### config.mk
export PLATFORM = sky130hd
export DESIGN_NAME = stack_seq_ctrl
export DESIGN_NICKNAME = d
export VERILOG_FILES = /design/src/rtl/stack_seq_ctrl.sv
export SDC_FILE = /design/constraint.sdc
export NUM_CORES = 1
export LEC_CHECK = 0
export CAP_MARGIN = 20
export CORE_MARGIN = 1
export CORE_UTILIZATION = 43
export DETAILED_ROUTE_END_ITERATION = 6
export PLACE_DENSITY = 0.88
export SYNTH_ARGS = -nofsm -noshare
export SYNTH_HDL_FRONTEND = slang
export SYNTH_SLANG_ARGS = --single-unit
### constraint.sdc
create_clock -name clk -period 2.5 [get_ports clk]
set_input_delay 0.5 -clock clk [delete_from_list [all_inputs] [get_ports clk]]
set_output_delay 0.5 -clock clk [all_outputs]
set_load 0.1 [all_outputs]
### src/rtl/stack_seq_ctrl.sv
// stack_seq_ctrl: multi-cycle PUSH/POP/CALL/RET sequencer that owns SP and steers the shared ALU to SP+/-4.
// Define STACK_BOUNDS_CHECK_EN to reject overflowing pushes and underflowing pops at accept.
module stack_seq_ctrl #(
    parameter int XLEN = 32,
    parameter logic [XLEN-1:0] SP_RESET = 32'h0000_FFFC,
    parameter logic [XLEN-1:0] STACK_LIMIT = 32'h0000_F000
) (
    input  logic            clk,
    input  logic            rst_n,
    input  logic            start,
    input  logic [1:0]      op,
    input  logic [XLEN-1:0] push_data,
    input  logic [XLEN-1:0] exe_out,
    input  logic            mem_ack,
    input  logic [XLEN-1:0] mem_rdata,
    output logic [XLEN-1:0] sp_out,
    output logic            alu_a_sel,
    output logic [1:0]      alu_b_sel,
    output logic            alu_sub,
    output logic            mem_in_sel,
    output logic            mem_req,
    output logic            mem_we,
    output logic [XLEN-1:0] mem_addr,
    output logic [XLEN-1:0] mem_wdata,
    output logic [XLEN-1:0] pop_data,
    output logic            pc_load,
    output logic [XLEN-1:0] pc_target,
    output logic            busy,
    output logic            done,
    output logic            err
);
    typedef enum logic [2:0] {IDLE, DEC, WR, RD, INC, JMP, DONE, ERR} state_t;
    state_t state, state_nx;
    logic [1:0] op_q;
    logic [XLEN-1:0] data_q, tgt_q;
    logic viol;
    // op[0] marks the reading ops (POP/RET), op[1] the ones that jump (CALL/RET)
`ifdef STACK_BOUNDS_CHECK_EN
    assign viol = op[0] ? (sp_out >= SP_RESET) : (sp_out - XLEN'(4) < STACK_LIMIT);
`else
    logic unused_limit;
    assign unused_limit = ^STACK_LIMIT;
    assign viol = 1'b0;
`endif
    always_ff @(posedge clk or negedge rst_n)
        if (!rst_n) begin
            state <= IDLE;
            sp_out <= SP_RESET;
            pop_data <= '0;
            op_q <= '0;
            data_q <= '0;
            tgt_q <= '0;
        end else begin
            state <= state_nx;
            if (state == IDLE && start) begin
                op_q <= op;
                data_q <= push_data;
                tgt_q <= push_data;
            end
            if (state == DEC || state == INC) sp_out <= exe_out;
            if (state == RD && mem_ack) pop_data <= mem_rdata;
        end
    always_comb begin
        state_nx = state;
        alu_a_sel = 1'b0;
        alu_b_sel = 2'b00;
        alu_sub = 1'b0;
        mem_in_sel = 1'b0;
        mem_req = 1'b0;
        mem_we = 1'b0;
        mem_addr = '0;
        mem_wdata = '0;
        pc_load = 1'b0;
        pc_target = '0;
        busy = 1'b1;
        done = 1'b0;
        case (state)
            IDLE: begin
                busy = 1'b0;
                if (start) state_nx = viol ? ERR : op[0] ? RD : DEC;
            end
            DEC: begin
                alu_a_sel = 1'b1;
                alu_b_sel = 2'b10;
                alu_sub = 1'b1;
                state_nx = WR;
            end
            WR: begin
                mem_req = 1'b1;
                mem_we = 1'b1;
                mem_in_sel = 1'b1;
                mem_addr = sp_out;
                mem_wdata = data_q;
                if (mem_ack) state_nx = op_q[1] ? JMP : DONE;
            end
            RD: begin
                mem_req = 1'b1;
                mem_in_sel = 1'b1;
                mem_addr = sp_out;
                if (mem_ack) state_nx = INC;
            end
            INC: begin
                alu_a_sel = 1'b1;
                alu_b_sel = 2'b10;
                state_nx = op_q[1] ? JMP : DONE;
            end
            JMP: begin
                pc_load = 1'b1;
                pc_target = op_q[0] ? pop_data : tgt_q;
                state_nx = DONE;
            end
            DONE: begin
                busy = 1'b0;
                done = 1'b1;
                state_nx = IDLE;
            end
            default: begin
                busy = 1'b0;
                done = 1'b1;
                state_nx = IDLE;
            end
        endcase
    end
`ifdef STACK_BOUNDS_CHECK_EN
    assign err = (state == ERR);
`else
    assign err = 1'b0;
`endif
endmodule
==> impl_metrics.toml <==
[placement]
dpl.cell_count = 784
port-buffer-count = 270
dpl.hpwl_mm = 11.82
dpl_cell_area_um2 = 8831
place_congestion = 0.8001
dp_slack_ns = 0.2752

[final_layout]
final_cells = 809
n_fill_cell = 664
diodes = 0
final_common_cell = "buf_12"
final_cell_mix = "buf_12 (112), clkdlybuf4s50_1 (100), dfrtp_1 (84)"
drive_above_1_share_pct = 52.85
fin_nets = 764
multi_input_area_um2 = 2340
regArea_um2 = 2549
syn_to_final_growth_pct = 81.69
stdcell_area_um2 = 9203

[critical_path]
endpoint = "pc_target[1]"
path_cells = "nor2b_1 -> nand2_1 -> buf_4 -> nor2_1 -> buf_12"
path_buf_inv = 2
path_class = "reg2out"
regToRegEndpoint = "pop_data[15]$_DFFE_PN0P_"
worst_ep_required_time_ns = 2.00
cp_top_family = "simple AND/OR/NAND/NOR gates"
worstReg2RegStart = "state[2]$_DFFE_PN0P_"
critPathMaxStageDelay_ns = 0.48
rrSetupSlack_ns = 0.39
ff2ff_path_depth = 7
cp.depth = 5
arrival_ns = 1.89
endpoint_kind = "output pin"
startpoint_type = "register"
crit_start = "state[1]$_DFFE_PN0P_"
crit_slowest_cell = "dfrtp_2"
worstPathMaxFanout = 18

[clock_network]
clock_latency_ns = 0.34
root_buffer = "clkbuf_16"
cts_made_buffers = 9
cts_hold_buffers = 0
cts.clk_slew.worst_paths_ns = 0.06
cts_buffer_depth = 2
cts.sink_count = 101
htree_levels = 3
cts_tree = "yes"

[grt]
grt_pass1_vias = 4296
overflow = 0
grt_pass1_wl_mm = 24.14
grt_use_total_pct = 25.50
antenna_found_initial = 0
grt_max_degree = 46

[floorplanning]
fp-row-count = 39
coreArea_um2 = 11470
die_y_um = 110.5
ios = 273
fp.dieW_um = 110.5
dieArea_um2 = 12220
initial_core_util_pct = 44.17

[drt]
post-route-drc-count = 0
drt_iter0_markers = 147
vias = 4048
wl_per_cell_um = 19.29
wl_mm = 15.61
ant_nets = 0
drtPass1Iterations = 4
drt-vias-per-instance = 5.004

[yosys]
mappedNetlistArea_um2 = 5065
ys_types = 32
synth_edf_count = 0
synth.yosys.seq_area_share_pct = 50.25
avgSynthCellArea_um2 = 13.09
synth_ff_type = "dfrtp_1"
async_flop_share_pct = 100.0
synth-seq-cells = 101
yosysWarnings = 0
synth_cells = 387

[timing]
final_max_slew_viol_count = 0
hold_viol = 0
fmax_mhz = 419.1
slew_headroom_pct = 64.20
fin_crit_sh_pct = 95.44
fin_skew_ns = 0.006920
layout_setup_ws_ns = 0.1141
finalCriticalPeriod_ns = 2.386
holdWs_ns = 0.1290
tightestPinTransition_ns = 0.5371
setup_viol = 0

[job]
max_cap_violations = 0

[worst_hold_path]
hold_class = "in2async"

[outcome]
status = "completed"
==> synthesized netlist by cell type, drive strengths merged, types with 2 or more instances <==
cell type  count  area share (%)
nor2          36             2.8
buf           21             4.0
nor3           2            0.52
dfstp         14             7.3
clkbuf        10            0.74
mux2i         32             6.3
and2          67             8.3
nor2b          4            0.64
mux2          98              24
inv            2            0.15
dfrtp         87              43
==> flip-flops by register name, summed over array words and instances, names as in the netlist <==
| name | count |
|---|---|
| op_q | 2 |
| sp_out | 32 |
| pop_data | 32 |
| state | 3 |
| tgt_q | 32 |
==> routing by layer <==
layer | part of all wire, % | GRT usage [%] | vias up | wire length [um]
met2 | 54 | 47.54 | 173 | 8501
met4 | 1.9 | 9.067 | 0 | 303
met1 | 38 | 28.43 | 1999 | 5920
met3 | 5.6 | 5.324 | 21 | 881
li1 | - | - | 1855 | -
met5 | 0 | 0 | - | 0
==> repair_timing <==
action | CTS | global route
gates cloned | 0 | 0
endpoints found under the setup margin | 41 | 33
hold endpoints to repair | 0 | 0
pin swaps | 0 | 1
resized for setup | 1 | 1
buffers inserted | 3 | 7
==> logic make-up after synthesis <==
group | share of synthesized area [%]
AO/OA/AOI/OAI | 1.186
XOR/XNOR | 0.3212
buffers and inverters | 4.891
flip-flops | 50.25
multiplexers | 30.34
other | 0.07404
AND/OR/NAND/NOR | 12.94
==> worst min-delay path by stage <==
stage	start	to	cells after the start
after floorplan	rst_n	op_q[0]$_DFFE_PN0P_	0
after global placement	rst_n	pop_data[15]$_DFFE_PN0P_	1
after detailed placement	rst_n	pop_data[13]$_DFFE_PN0P_	1
after CTS	rst_n	pop_data[13]$_DFFE_PN0P_	1
after global routing	rst_n	pop_data[13]$_DFFE_PN0P_	1
final	rst_n	pop_data[17]$_DFFE_PN0P_	1
==> stage by stage <==
| step | utilization [%] | TNS, ns |
|---|---|---|
| finish | 80.25 | 0 |
| global route | 80.25 | -0.006657 |
| CTS | 79.67 | 0 |
| detailed placement | 77.01 | 0 |
| global placement | 77.01 | 0 |
| floorplan | - | -7.145 |
==> area by class of cell <==
| type | count | area share, % |
|---|---|---|
| clock buffers | 13 | 2.828 |
| well taps | 143 | 1.944 |
| multi-input cells | 254 | 25.42 |
| inverters | 2 | 0.08158 |
| flip-flops and latches | 101 | 27.70 |
| clock inverters | 2 | 0.09517 |
| repair buffers | 294 | 41.93 |
Power is not shown: default switching activity piles up to over one toggle a cycle in this logic, so the estimate is an artifact.
